$ cat src/rtl/vga_pkg.sv
// ============================================================================
//  Module      : vga_pkg
//  Description : Default VGA timing constants, counter type and phase encoding.
//  Revision    : 1.0 - initial release
// ============================================================================
`default_nettype none

package vga_pkg;

    localparam int c_cnt_w   = 11;
    localparam int c_cnt_max = (1 << c_cnt_w) - 1;

    typedef logic [c_cnt_w-1:0] cnt_t;

    localparam int c_h_visible = 800;
    localparam int c_h_front   = 40;
    localparam int c_h_sync    = 48;
    localparam int c_h_back    = 88;
    localparam int c_v_visible = 480;
    localparam int c_v_front   = 13;
    localparam int c_v_sync    = 3;
    localparam int c_v_back    = 32;

    function automatic int axis_total(input int vis, input int fp, input int sy, input int bp);
        return vis + fp + sy + bp;
    endfunction

    localparam int c_h_total = axis_total(c_h_visible, c_h_front, c_h_sync, c_h_back);
    localparam int c_v_total = axis_total(c_v_visible, c_v_front, c_v_sync, c_v_back);

    typedef enum logic [1:0] {
        PH_VISIBLE = 2'd0,
        PH_FRONT   = 2'd1,
        PH_SYNC    = 2'd2,
        PH_BACK    = 2'd3
    } phase_t;

    // Phase advance evaluated against the counter value about to be loaded,
    // so the registered phase always matches the registered count.
    function automatic phase_t phase_step(input phase_t cur, input cnt_t nxt,
                                          input cnt_t front_at, input cnt_t sync_at,
                                          input cnt_t back_at);
        phase_t res;
        res = cur;
        case (cur)
            PH_VISIBLE: if (nxt == front_at) res = PH_FRONT;
            PH_FRONT:   if (nxt == sync_at)  res = PH_SYNC;
            PH_SYNC:    if (nxt == back_at)  res = PH_BACK;
            PH_BACK:    if (nxt == '0)       res = PH_VISIBLE;
            default:    res = PH_VISIBLE;
        endcase
        return res;
    endfunction

endpackage

`default_nettype wire

$ cat src/rtl/sync_delay.sv
// ============================================================================
//  Module      : sync_delay
//  Description : N-deep, W-wide shift register with asynchronous reset value.
//  Revision    : 1.0 - initial release
// ============================================================================
`default_nettype none

module sync_delay #(
    parameter int             N         = 2,
    parameter int             W         = 1,
    parameter logic [W-1:0]   RESET_VAL = '0
) (
    input  logic         clk,
    input  logic         rst,
    input  logic [W-1:0] i_data,
    output logic [W-1:0] o_data
);

    logic [W-1:0] r_stage [N];

    always_ff @(posedge clk or posedge rst) begin
        if (rst) begin
            for (int i = 0; i < N; i++) begin
                r_stage[i] <= RESET_VAL;
            end
        end else begin
            r_stage[0] <= i_data;
            for (int i = 1; i < N; i++) begin
                r_stage[i] <= r_stage[i-1];
            end
        end
    end

    assign o_data = r_stage[N-1];

endmodule

`default_nettype wire

$ cat src/rtl/vga_timing.sv
// ============================================================================
//  Module      : vga_timing
//  Description : VGA raster counters, sync/DE generation and pixel alignment.
//  Revision    : 1.0 - initial release
// ============================================================================
`default_nettype none

module vga_timing
    import vga_pkg::*;
#(
    parameter int   H_VISIBLE     = c_h_visible,
    parameter int   H_FRONT       = c_h_front,
    parameter int   H_SYNC        = c_h_sync,
    parameter int   H_BACK        = c_h_back,
    parameter int   V_VISIBLE     = c_v_visible,
    parameter int   V_FRONT       = c_v_front,
    parameter int   V_SYNC        = c_v_sync,
    parameter int   V_BACK        = c_v_back,
    parameter logic SYNC_POL      = 1'b0,
    parameter int   PIXEL_LATENCY = 2
) (
    input  logic        clk,
    input  logic        reset,
    input  logic [2:0]  pixel_in,
    output logic [10:0] vga_h,
    output logic [10:0] vga_v,
    output logic        hsync,
    output logic        vsync,
    output logic        de,
    output logic [2:0]  rgb,
    output logic        frame_start
);

    localparam int H_TOTAL = axis_total(H_VISIBLE, H_FRONT, H_SYNC, H_BACK);
    localparam int V_TOTAL = axis_total(V_VISIBLE, V_FRONT, V_SYNC, V_BACK);

    generate
        if (H_TOTAL > c_cnt_max || V_TOTAL > c_cnt_max) begin : g_bad_total
            $error("vga_timing: H_TOTAL/V_TOTAL exceed 11-bit counter range");
        end
        if (PIXEL_LATENCY < 1 || PIXEL_LATENCY > 4) begin : g_bad_latency
            $error("vga_timing: PIXEL_LATENCY must be within 1..4");
        end
    endgenerate

    localparam cnt_t c_h_last     = cnt_t'(H_TOTAL - 1);
    localparam cnt_t c_v_last     = cnt_t'(V_TOTAL - 1);
    localparam cnt_t c_h_front_at = cnt_t'(H_VISIBLE);
    localparam cnt_t c_h_sync_at  = cnt_t'(H_VISIBLE + H_FRONT);
    localparam cnt_t c_h_back_at  = cnt_t'(H_VISIBLE + H_FRONT + H_SYNC);
    localparam cnt_t c_v_front_at = cnt_t'(V_VISIBLE);
    localparam cnt_t c_v_sync_at  = cnt_t'(V_VISIBLE + V_FRONT);
    localparam cnt_t c_v_back_at  = cnt_t'(V_VISIBLE + V_FRONT + V_SYNC);

    cnt_t   r_h_cnt, r_v_cnt;
    cnt_t   w_h_nxt, w_v_nxt;
    logic   w_h_wrap;
    phase_t r_h_state, r_v_state;
    phase_t w_h_state_nxt, w_v_state_nxt;

    assign w_h_wrap = (r_h_cnt == c_h_last);
    assign w_h_nxt  = w_h_wrap ? '0 : r_h_cnt + cnt_t'(1);
    assign w_v_nxt  = !w_h_wrap             ? r_v_cnt :
                      (r_v_cnt == c_v_last) ? '0      : r_v_cnt + cnt_t'(1);

    always_ff @(posedge clk or posedge reset) begin
        if (reset) begin
            r_h_cnt   <= '0;
            r_v_cnt   <= '0;
            r_h_state <= PH_VISIBLE;
            r_v_state <= PH_VISIBLE;
        end else begin
            r_h_cnt   <= w_h_nxt;
            r_v_cnt   <= w_v_nxt;
            r_h_state <= w_h_state_nxt;
            r_v_state <= w_v_state_nxt;
        end
    end

    always_comb begin
        w_h_state_nxt = r_h_state;
        w_v_state_nxt = r_v_state;
        w_h_state_nxt = phase_step(r_h_state, w_h_nxt, c_h_front_at, c_h_sync_at, c_h_back_at);
        if (w_h_wrap) begin
            w_v_state_nxt = phase_step(r_v_state, w_v_nxt, c_v_front_at, c_v_sync_at, c_v_back_at);
        end
    end

    logic       w_de, w_hs, w_vs;
    logic [2:0] w_dly;

    assign w_de = (r_h_state == PH_VISIBLE) && (r_v_state == PH_VISIBLE);
    assign w_hs = (r_h_state == PH_SYNC) ? SYNC_POL : ~SYNC_POL;
    assign w_vs = (r_v_state == PH_SYNC) ? SYNC_POL : ~SYNC_POL;

    // Delay matches the frame-buffer read latency so controls meet their pixel.
    sync_delay #(
        .N         (PIXEL_LATENCY),
        .W         (3),
        .RESET_VAL ({~SYNC_POL, ~SYNC_POL, 1'b0})
    ) u_align (
        .clk    (clk),
        .rst    (reset),
        .i_data ({w_hs, w_vs, w_de}),
        .o_data (w_dly)
    );

    logic       r_hsync, r_vsync, r_de;
    logic [2:0] r_rgb;

    always_ff @(posedge clk or posedge reset) begin
        if (reset) begin
            r_hsync <= ~SYNC_POL;
            r_vsync <= ~SYNC_POL;
            r_de    <= 1'b0;
            r_rgb   <= 3'b000;
        end else begin
            r_hsync <= w_dly[2];
            r_vsync <= w_dly[1];
            r_de    <= w_dly[0];
            r_rgb   <= w_dly[0] ? pixel_in : 3'b000;
        end
    end

    assign vga_h       = r_h_cnt;
    assign vga_v       = r_v_cnt;
    assign hsync       = r_hsync;
    assign vsync       = r_vsync;
    assign de          = r_de;
    assign rgb         = r_rgb;
    assign frame_start = (r_h_cnt == '0) && (r_v_cnt == '0);

endmodule

`default_nettype wire

$ cat config.mk
export PLATFORM = sky130hd
export DESIGN_NAME = vga_timing
export DESIGN_NICKNAME = d
export VERILOG_FILES = /design/src/rtl/vga_pkg.sv /design/src/rtl/sync_delay.sv /design/src/rtl/vga_timing.sv
export SDC_FILE = /design/constraint.sdc
export NUM_CORES = 1
export LEC_CHECK = 0
export CAP_MARGIN = 20
export CORE_MARGIN = 10
export CORE_UTILIZATION = 60
export CTS_BUF_LIST = sky130_fd_sc_hd__clkbuf_2
export CTS_CLUSTER_DIAMETER = 200
export DETAILED_ROUTE_END_ITERATION = 6
export GPL_ROUTABILITY_DRIVEN = 0
export GPL_TIMING_DRIVEN = 0
export PLACE_DENSITY_LB_ADDON = 0.3
export SYNTH_ARGS = -nofsm -noshare
export SYNTH_HDL_FRONTEND = slang
export SYNTH_SLANG_ARGS = --single-unit
$ cat constraint.sdc
create_clock -name clk -period 8.1 [get_ports clk]
set_input_delay 1.62 -clock clk [delete_from_list [all_inputs] [get_ports clk]]
set_output_delay 1.62 -clock clk [all_outputs]
set_load 0.02 [all_outputs]
-- Word-level counts from Yosys, hierarchy flattened
Cells that the tools add are included.
- eq/ne operators: 22
- reductions and logical operators: 10
- multiplexer cells: 16
- add/sub/neg operators: 2
- operators with widths (operator ; number):
    11-bit by 10-bit equality test with 1-bit output, second input constant ; 5
    11-bit logical NOT ; 4
    11-bit by 9-bit equality test with 1-bit output, second input constant ; 3
    11-bit 2-to-1 mux ; 3
    11-bit by 1-bit adder with 11-bit output, second input constant ; 2
    2-bit 2-to-1 mux ; 8
    2-bit inequality test, second input constant ; 8
    2-bit case mux with 4 select lines ; 2
    2-bit equality test, second input constant ; 4
    5-bit AND reduction ; 1
    2-bit by 1-bit equality test with 1-bit output, second input constant ; 2
    2-bit logical NOT ; 2
    4-bit AND reduction ; 1
    3-bit 2-to-1 mux ; 1
    1-bit logical AND ; 2
    1-bit 2-to-1 mux ; 2
- flip-flop bits (word level): 38
- input port bits: 5
- logic and storage cells: 60

-- Logic depth before layout (Yosys ltp)
- depth in word-level cells: 6
- mapped depth: 11
- gate-level depth less buffers: 10

-- Hierarchy
Synthesis repeated with hierarchy kept, for this count alone.
- cell total of the unflattened synthesis: 222
- area, all modules: 2208.4 sq um
- by module, submodules not included (module ; area an instance (sq um) ; sequential area each (sq um) ; cells each ; times used):
    vga_timing ; 2026.9 ; 803.3 ; 212 ; 1
    sync_delay ; 181.4 ; 155.1 ; 10 ; 1

-- Worst setup path before layout
No wires, ideal clock.
- path type: flip-flop to output port
- from: register r_v_cnt[8], in the netlist vga_v[8]
- to: output frame_start
- arrival: 1.959 ns
- required time: 6.480 ns
- slack: 4.521 ns
- cell stages (with the launch flop): 5
- cell sequence: dfrtp_1 -> clkbuf_1 -> nor4_1 -> nand4_1 -> nor4b_1
- cells in the longest elaborated chain, start to end: 2
- RTL lines (what ; RTL line ; source):
    from (decl) ; vga_timing.sv:55 ; cnt_t r_h_cnt, r_v_cnt;
    from (signal assigned) ; vga_timing.sv:74 ; r_v_cnt <= w_v_nxt;
    11-bit logical NOT ; vga_timing.sv:131 ; assign frame_start = (r_h_cnt == '0) && (r_v_cnt == '0);
    1-bit logical AND ; vga_timing.sv:131 ;
    to (decl) ; vga_timing.sv:31 ; output logic frame_start
Every way passes these cells.

-- Final worst setup path
Ends and elaborated chain as after synthesis.

==> impl_metrics.py <==
metrics = {
    "setup_path": {
        "critPathMaxFanout": 7,
        "slowest_delay_ns": 0.67,
        "crit_chain": "clkbuf_1 > nor4_1 > nand4_1 > nor4b_1 > clkdlybuf4s50_1",
        "critical_path_class": "register to output port",
        "critPathArrivalTime_ns": 2.68,
        "r2r_slack_ns": 4.81,
        "crit_slowest_cell": "clkdlybuf4s50_1",
        "endpoint_kind": "output port",
        "start_kind": "register",
        "cp.required_ns": 6.48,
    },
    "grt": {
        "top_usage_layer": "met2",
        "grt_max_degree": 39,
        "grt-ovfl-total": 0,
        "groute.usage.overall_pct": 16.3,
        "grt_pass1_wl_um": 8420,
        "first_global_vias": 1817,
        "met2_usage_pct": 27.1,
        "grt_use_met1_pct": 18.9,
        "gr-usage-met3_pct": 6.08,
        "antenna_found_initial": 0,
    },
    "detailed_routing": {
        "drtPass1Iterations": 4,
        "routedWlPerCell_um": 15.6,
        "drc": 0,
        "via_count": 1818,
        "routed_wl_um": 4800,
        "routed_via_density": 5.90,
        "ant_nets": 0,
        "first_iter_violations": 149,
    },
    "layout": {
        "fin_area_mm2": 0.00258,
        "drive_gt1_share_pct": 9.92,
        "final_core_util_pct": 76.1,
        "area_delta_synth_final_pct": 20.0,
        "fillers": 232,
        "antenna_cells": 0,
        "nNetsFinal": 278,
    },
    "pwr": {
        "p_comb_share_pct": 3.0,
        "power_per_cell_area_mw_per_mm2": 111,
        "swShare_pct": 25.0,
        "ir_drop_uv": 71.1,
        "p_leak_uw": 0.00103,
        "p_int_uw": 214,
        "power_frac_clock_pct": 30.1,
        "power.share.sequential_pct": 67.0,
        "p_sw_uw": 71.4,
    },
    "logic_synthesis": {
        "synth_most_common_cell": "dfrtp_1",
        "synth_top_flop_cell": "dfrtp_1",
        "yosys_warnings": 0,
        "ys_seq_area_share_pct": 44.6,
        "syn-num-nets": 238,
        "ys_ff_latch": 38,
        "syn_area_mm2": 0.00215,
        "ys_types": 49,
        "synth_top_area_share_pct": 37.2,
        "avgSynthCellArea_um2": 9.73,
        "synth_top_cell_by_area": "dfrtp_1",
        "synthTopCellsByCount": "dfrtp_1 (32), nor2_1 (16), inv_1 (15), nand2_1 (15), ha_1 (12)",
        "synth_edf_count": 0,
        "synthCells": 221,
        "synthTopCellsByArea": "dfrtp_1 (37%), dfstp_2 (7.3%), ha_1 (7.0%)",
        "async_reset_ff_share_pct": 100,
    },
    "floorplanning": {
        "ioPinCount": 34,
        "start_util_pct": 63.5,
        "std_cell_rows": 21,
        "die_area_mm2": 0.00638,
        "dieHeight_um": 79.9,
        "core_area_mm2": 0.00339,
        "die_w_um": 79.9,
    },
    "timing": {
        "tightest_slew_ns": 0.763,
        "period_share_pct": 53.1,
        "hold_violations": 0,
        "slew_headroom_pct": 49.1,
        "rsz0062_at_grt": "no",
        "skew_ns": 0.0128,
        "finalSetupTns_ns": 0,
        "setup_viol": 0,
        "fmax_ghz": 0.232,
        "slew_violations": 0,
        "fin_crit_ns": 4.30,
    },
    "clock_network": {
        "ctsResizeCount": 0,
        "cts_buffers": 5,
        "path_clk_slew_ns": 0.19,
        "post_cts_buffers": 0,
        "postCtsHoldBufs": 0,
        "clock_path_buffers": 2,
        "cts_tree": "yes",
        "clock-sinks": 38,
        "root_buffer": "clkbuf_2",
        "cts_htree_levels": 2,
        "clock_latency_ns": 0.42,
    },
    "hold_path": {
        "hold_path.class": "register to register",
    },
    "run_status": {
        "outcome": "finished clean",
    },
    "placement": {
        "place_hpwl_um": 3550,
        "dpl_cell_area_mm2": 0.00254,
        "io_buffers": 33,
    },
    "flow_run": {
        "maxCapViolations": 0,
    },
}
[area by class of cell]
cell class,instances,area (um2),share of cell area (%)
multi-input cells,157,1090,42.2
flip-flops and latches,38,958,37.1
repair buffers,33,330,12.8
well taps,46,57.6,2.23
inverters,15,56.3,2.18
plain buffers,11,47.5,1.84
clock buffers,5,25.0,0.970
clock inverters,3,16.3,0.630
[per-stage QoR]
stage	total power (uW)	hold slack (ns)	setup slack [ns]	instances
after CTS	286	0.370	3.80	308
after global placement	203	0.336	4.28	300
after floorplan	199	0.331	4.52	221
after global routing	296	0.380	3.61	308
final	285	0.369	3.80	308
after detailed placement	203	0.347	4.29	300
[worst paths after layout]
path / from / to / cells past startpoint
setup / recovery: vga_v[8]$_DFF_PP0_ / frame_start / 5
hold reg to reg: u_align.o_data[1]$_DFF_PP1_ / vsync$_DFF_PP1_ / 0
hold / removal: u_align.o_data[1]$_DFF_PP1_ / vsync$_DFF_PP1_ / 0
min in group asynchronous: reset / vga_h[8]$_DFF_PP0_ / 2
setup reg to reg: vga_h[0]$_DFF_PP0_ / r_v_state[1]$_DFFE_PP0P_ / 10
max in group asynchronous: reset / vga_v[4]$_DFF_PP0_ / 2
[flip-flops by register name (all words and copies together), names as in the netlist]
| name | cells |
|---|---|
| vga_h | 11 |
| vga_v | 11 |
| rgb | 3 |
| u_align.o_data | 3 |
| u_align.r_stage | 3 |
| r_h_state | 2 |
| r_v_state | 2 |
| de | 1 |
| hsync | 1 |
| vsync | 1 |
[cells by family (layout without fill, tap and decap cells)]
logic type	after synthesis	in the layout	synth area share, %
compound gates	32	32	11.2
flops	38	38	44.6
fa+ha+maj	12	12	6.98
xor+xnor	15	15	6.11
simple gates	96	96	25.2
mux	2	2	1.05
buf+inv	26	67	4.83
[power by group through the flow]
stage	logic, uW	registers (uW)	clock network (uW)
6_report	8.44	191	85.7
5_1_grt	9.32	191	95.7
4_1_cts	8.83	191	86.1
3_5_place_dp	8.83	194	0
3_3_place_gp	8.67	194	0
2_1_floorplan	3.27	195	0
[worst max-delay path: cells and delay by family (launching register included)]
family	cells	cell delay (ns)
buffers and inverters	2	0.87
flip-flops	1	0.42
AND/OR/NAND/NOR	3	0.98
[layout by cell type, fill, tap and decap left out, drive strengths merged, types with 3 or more instances in the layout]
cell type / instances
or4: 3
buf: 4
or2: 3
dfrtp: 32
xnor2: 5
nor2: 16
clkdlybuf4s50: 33
inv: 15
nor4: 8
nand2: 15
o21ai: 10
nand4: 9
and2: 5
nor3: 8
nand3: 11
clkbuf: 12
xor2: 10
dfstp: 6
a31oi: 3
ha: 12
o31a: 3
[layer usage]
layer	vias up	routed length, um
met1	874	2020
met5	-	0
li1	881	-
met4	0	52
met2	59	2380
met3	4	340
Power figures use the tool's default switching activity.
